<file path="config.mk">
export PLATFORM = sky130hd
export DESIGN_NAME = foo_write_arbiter
export DESIGN_NICKNAME = d
export VERILOG_FILES = /design/src/rtl/foo_write_arbiter.sv
export SDC_FILE = /design/constraint.sdc
export NUM_CORES = 1
export LEC_CHECK = 0
export CORE_UTILIZATION = 37
export CTS_CLUSTER_DIAMETER = 150
export CTS_CLUSTER_SIZE = 40
export DETAILED_ROUTE_END_ITERATION = 10
export GPL_TIMING_DRIVEN = 0
export PLACE_DENSITY = 0.8
export SLEW_MARGIN = 40
export SYNTH_ARGS = -nofsm -noshare
export SYNTH_HDL_FRONTEND = slang
export SYNTH_SLANG_ARGS = --single-unit
</file>
<file path="constraint.sdc">
create_clock -name clk -period 1.6 [get_ports clk]
set_clock_uncertainty 0.05 [all_clocks]
set_input_delay 0.24 -clock clk [delete_from_list [all_inputs] [get_ports clk]]
set_output_delay 0.24 -clock clk [all_outputs]
set_load 0.01 [all_outputs]
</file>
<file path="src/rtl/foo_write_arbiter.sv">
// foo_write_arbiter: round-robin arbiter that gives one requester at a time
// write ownership of the shared quux register.
// A tenure lasts at most MAX_HOLD writes. Every release passes through one
// IDLE cycle before the next grant.
module foo_write_arbiter #(
  parameter int NREQ     = 4,
  parameter int WIDTH    = 8,
  parameter int MAX_HOLD = 4
) (
  input  logic                     clk,
  input  logic                     rst_n,
  input  logic [NREQ-1:0]          req,
  input  logic [NREQ*WIDTH-1:0]    wdata,
  output logic [NREQ-1:0]          gnt,
  output logic [$clog2(NREQ)-1:0]  owner,
  output logic                     busy,
  output logic [WIDTH-1:0]         quux,
  output logic                     quux_wr
);

  localparam int IW = $clog2(NREQ);
  localparam int HW = $clog2(MAX_HOLD + 1);

  typedef enum logic {
    ST_IDLE  = 1'b0,
    ST_GRANT = 1'b1
  } state_t;

  state_t            r_state;
  logic [NREQ-1:0]   r_gnt;
  logic [IW-1:0]     r_owner;
  logic [IW-1:0]     r_ptr;
  logic [HW-1:0]     r_hold_cnt;
  logic [WIDTH-1:0]  r_quux;
  logic              r_quux_wr;

  state_t            w_state_next;
  logic [NREQ-1:0]   w_gnt_next;
  logic [IW-1:0]     w_owner_next;
  logic [IW-1:0]     w_ptr_next;
  logic [HW-1:0]     w_hold_cnt_next;
  logic [WIDTH-1:0]  w_quux_next;
  logic              w_quux_wr_next;

  // Candidate k is the requester k positions above the pointer, wrapped.
  logic [IW-1:0]     w_cand_idx [NREQ];
  logic [NREQ-1:0]   w_cand_hit;
  logic [IW-1:0]     w_winner;
  logic [NREQ-1:0]   w_winner_onehot;
  logic              w_any_req;
  logic              w_owner_req;
  logic [WIDTH-1:0]  w_owner_lane;
  logic [IW-1:0]     w_owner_inc;
  logic              w_last_write;

  genvar gi;
  generate
    for (gi = 0; gi < NREQ; gi++) begin : g_cand
      logic [IW:0] w_sum;
      assign w_sum          = {1'b0, r_ptr} + (IW+1)'(gi);
      assign w_cand_idx[gi] = (w_sum >= (IW+1)'(NREQ)) ? IW'(w_sum - (IW+1)'(NREQ))
                                                       : IW'(w_sum);
      assign w_cand_hit[gi] = req[w_cand_idx[gi]];
    end
  endgenerate

  // Pick the candidate closest above the pointer; the downward scan lets the
  // lowest offset overwrite the others.
  always_comb begin
    w_winner = '0;
    for (int k = NREQ - 1; k >= 0; k--) begin
      if (w_cand_hit[k]) begin
        w_winner = w_cand_idx[k];
      end
    end
  end

  assign w_winner_onehot = NREQ'(1) << w_winner;
  assign w_any_req       = |req;
  assign w_owner_req     = req[r_owner];
  assign w_owner_lane    = wdata[r_owner*WIDTH +: WIDTH];
  assign w_owner_inc     = (r_owner == IW'(NREQ - 1)) ? '0 : r_owner + 1'b1;
  assign w_last_write    = (r_hold_cnt == HW'(MAX_HOLD - 1));

  // Next-state and next-output logic; quux_wr is a one-cycle write strobe.
  always_comb begin
    w_state_next    = r_state;
    w_gnt_next      = r_gnt;
    w_owner_next    = r_owner;
    w_ptr_next      = r_ptr;
    w_hold_cnt_next = r_hold_cnt;
    w_quux_next     = r_quux;
    w_quux_wr_next  = 1'b0;
    case (r_state)
      ST_IDLE: begin
        if (w_any_req) begin
          w_state_next    = ST_GRANT;
          w_owner_next    = w_winner;
          w_gnt_next      = w_winner_onehot;
          w_hold_cnt_next = '0;
        end
      end
      ST_GRANT: begin
        if (w_owner_req) begin
          w_quux_next     = w_owner_lane;
          w_quux_wr_next  = 1'b1;
          w_hold_cnt_next = r_hold_cnt + 1'b1;
          if (w_last_write) begin
            w_state_next = ST_IDLE;
            w_gnt_next   = '0;
            w_ptr_next   = w_owner_inc;
          end
        end else begin
          // Owner withdrew: release without writing.
          w_state_next = ST_IDLE;
          w_gnt_next   = '0;
          w_ptr_next   = w_owner_inc;
        end
      end
      default: begin
        w_state_next = ST_IDLE;
        w_gnt_next   = '0;
      end
    endcase
  end

  // State and output registers, cleared asynchronously by rst_n.
  always_ff @(posedge clk or negedge rst_n) begin
    if (!rst_n) begin
      r_state    <= ST_IDLE;
      r_gnt      <= '0;
      r_owner    <= '0;
      r_ptr      <= '0;
      r_hold_cnt <= '0;
      r_quux     <= '0;
      r_quux_wr  <= 1'b0;
    end else begin
      r_state    <= w_state_next;
      r_gnt      <= w_gnt_next;
      r_owner    <= w_owner_next;
      r_ptr      <= w_ptr_next;
      r_hold_cnt <= w_hold_cnt_next;
      r_quux     <= w_quux_next;
      r_quux_wr  <= w_quux_wr_next;
    end
  end

  assign gnt     = r_gnt;
  assign owner   = r_owner;
  assign busy    = (r_state == ST_GRANT);
  assign quux    = r_quux;
  assign quux_wr = r_quux_wr;

endmodule

</file>
==> run_results.csv <==
group,metric,value,unit
clocking,cts.htree.levels,1,
clocking,clkTransAtPathRegs,0.12,ns
setup_path,cp_max_fo,6,
job,drv_cap,0,
logic_synthesis,synth.ff_latch_count,21,
setup_path,cp_top_family,"multiplexers",
hold_path,hold_path_class,"input port to asynchronous set/reset pin",
cells_and_area,area.growth.synth_to_final,71.3,%
placement,gp_congestion,0.854,
logic_synthesis,ys_top_cells_by_area,"dfrtp_1 (43%), mux4_2 (17%), mux2_2 (6.5%)",
placement,place_inst,189,
power,switchingPower,1.31,mW
cells_and_area,n_fill_cell,227,
sta,finalHoldViolations,0,
sta,min_period,1.75,ns
cells_and_area,finalNonFillerCells,210,
sta,rsz0062_at_grt,"yes",
setup_path,cp.required,1.75,ns
logic_synthesis,synthXorXnorAreaFrac,0,%
clocking,cts_buffers,3,
power,vdd_drop_max,0.695,mV
setup_path,cp-start-kind,"input port",
die,ioPinCount,54,
logic_synthesis,synth_fp_nets,133,
outcome,status,"finished with violations",
power,power_frac_comb,67.6,%
logic_synthesis,seq_area_frac_synth,43.4,%
power,clkPwrFrac,6.8,%
global_route,grt_pass1_vias,1170,
global_route,grt_max_degree,22,
placement,dp_hpwl,2.25,mm
clocking,cts-root-buf,"clkbuf_4",
setup_path,path_class,"input port to register",
global_route,grt_overflow,0,
sta,slew_violations,0,
power,power_density,1820,nW/um^2
die,die_w,59.2,um
sta,worst_slack,-0.148,ns
outcome,violations,"negative setup slack",
global_route,antenna_found_initial,0,
die,core_area,3080,um^2
logic_synthesis,yosys.area.top_type,"dfrtp_1",
power,cellLeakagePower,0.911,nW
detailed_routing,routedWlPerCell,15.6,um
global_route,grt_pass1_wl,5.15,mm
detailed_routing,viasPerCell,5.19,
logic_synthesis,netlist_area,1210,um^2
sta,worstMarginPinSlew,0.522,ns
sta,period_share,109,%
clocking,cts_buffer_depth,2,
setup_path,worst_path_max_delay_cell,"mux4_2",
die,die_area,3500,um^2
detailed_routing,post-route-drc-count,0,
detailed_routing,via_count,1089,
sta,holdWs,0.354,ns
logic_synthesis,yosys.cell_types.count,30,
sta,setup_viol,18,
sta,clock.fmax,0.572,GHz
clocking,clkLatencyLatePin,0.31,ns
detailed_routing,drt_wl_total,3.28,mm
cells_and_area,register_area,529,um^2
power,switching_share,34.6,%
detailed_routing,drtPass1Iterations,4,
logic_synthesis,synth_top_family_by_area,"multiplexers",
logic_synthesis,yosysTopAreaCellShare,43.4,%
power,p_int,2.47,mW
sta,maxSlewHeadroom,65.2,%
cells_and_area,antenna_cells,0,
logic_synthesis,yosys_warnings,0,
logic_synthesis,synthAdderAreaFrac,3.10,%
logic_synthesis,synthSimpleGateAreaFrac,11.1,%
power,seq_power_share,25.6,%
die,die_h,59.2,um
clocking,cts_tree,"done",
cells_and_area,layout_commonest_cell,"clkdlybuf4s50_1",
setup_path,crit_chain,"clkdlybuf4s50_1 -> mux4_2 -> nand2_4 -> buf_12 -> mux2_4",
logic_synthesis,synth-compound-area-share,9.10,%
global_route,track_usage,20.1,%
detailed_routing,drt_iter0_drc,25,
setup_path,path_buf_inv,2,
cells_and_area,final_nets,208,
logic_synthesis,syn_inst,92,
cells_and_area,layout_common_cells,"clkdlybuf4s50_1 (49), dfrtp_1 (18), buf_4 (10)",
setup_path,slowest_delay,0.56,ns
detailed_routing,ant_nets,0,
setup_path,cp-end-kind,"register",
die,initial_core_util,39.3,%
cells_and_area,multi_input_area,693,um^2
clocking,cts_sinks,21,
logic_synthesis,synthMuxAreaShare,28.6,%
cells_and_area,drive_gt1_share,35.5,%
setup_path,arrival,1.90,ns
logic_synthesis,syn_avg_cell_area,13.2,um^2
cells_and_area,utilization,67.3,%
placement,port_buffers,53,
die,rows,20,
## final cells by class
cell class / instances / area share, %
plain buffers: 4 / 2.48
clock buffers: 3 / 1.09
clock inverters: 1 / 0.242
inverters: 4 / 0.725
multi-input cells: 63 / 33.5
flip-flops and latches: 21 / 25.5
well taps: 44 / 2.66
repair buffers: 70 / 33.8
## path summary, 6_finish.rpt
check | from | endpoint | slack [ns] | depth (start not counted)
worst max-delay path | req[3] | quux[5]$_DFFE_PN0P_ | -0.15 | 5
max in group asynchronous | rst_n | owner[0]$_DFFE_PN0P_ | 0.80 | 2
worst min-delay path | rst_n | quux_wr$_DFF_PN0_ | 0.35 | 2
min in group clk | quux[7]$_DFFE_PN0P_ | quux[7]$_DFFE_PN0P_ | 0.47 | 1
worst max register to register | r_hold_cnt[0]$_DFFE_PN0P_ | r_ptr[1]$_DFFE_PN0P_ | -0.13 | 5
worst min register to register | quux[7]$_DFFE_PN0P_ | quux[7]$_DFFE_PN0P_ | 0.47 | 1
## state kept, by name, indices dropped and copies added (netlist names)
signal	cells
r_hold_cnt	3
quux	8
gnt	4
r_ptr	2
quux_wr	1
busy	1
owner	2
## synthesized netlist by cell type (all sizes together)
cell and instances:
a21oi 4, a31o 2, and3 2, buf 4
dfrtp 21, ha 3, inv 4, mux2 10
mux2i 2, mux4 9, nand2 6, nand2b 1
nand3 7, nor2 2, nor3 1, nor4 1
o211a 1, o21ai 4, o221ai 1, o31ai 3
or2 2, or2b 1, or3 1
## cells by family (layout without fill, tap and decap cells)
logic type               after synthesis  count (layout)
adder cells (fa/ha/maj)                3               3
AND/OR/NAND/NOR                       24              24
flip-flops                            21              21
multiplexers                          21              21
buffers and inverters                  8              82
AO/OA/AOI/OAI                         15              15
## per-stage QoR
step / power, mW / TNS [ns] / cell area (um^2) / worst slack [ns]
after CTS: 3.62 / -1.14 / 2010 / -0.122
after floorplan: 2.22 / -0.284 / 1250 / -0.0718
final: 3.78 / -1.59 / 2070 / -0.148
after global routing: 4.01 / -2.37 / 2070 / -0.172
after detailed placement: 2.93 / -5.76 / 1830 / -0.442
after global placement: 2.86 / -5.39 / 1830 / -0.437
## power groups by stage
stage / Sequential (mW) / Clock (mW) / Combinational [mW]
floorplan: 1.06 / 0 / 1.16
global placement: 0.991 / 0 / 1.87
detailed placement: 1.01 / 0 / 1.93
CTS: 0.957 / 0.268 / 2.39
global route: 0.990 / 0.290 / 2.72
finish: 0.965 / 0.257 / 2.56
## timing repair
item	CTS	global route
hold endpoints to repair	21	0
resized for setup	12	10
setup endpoints to repair	17	21
setup buffers	12	4
hold buffers	1	0
pin swaps	4	3
gates cloned	0	0
## per-layer routing
metal	GRT usage, %	share of wire, %	wire length (um)	vias to the layer above
li1	-	-	-	499
met4	12.6	3.9	127	0
met2	37.2	53	1730	47
met5	0	0	0	-
met1	22.3	40	1320	533
met3	1.09	3.0	98	10
Power figures use the tool's default switching activity.
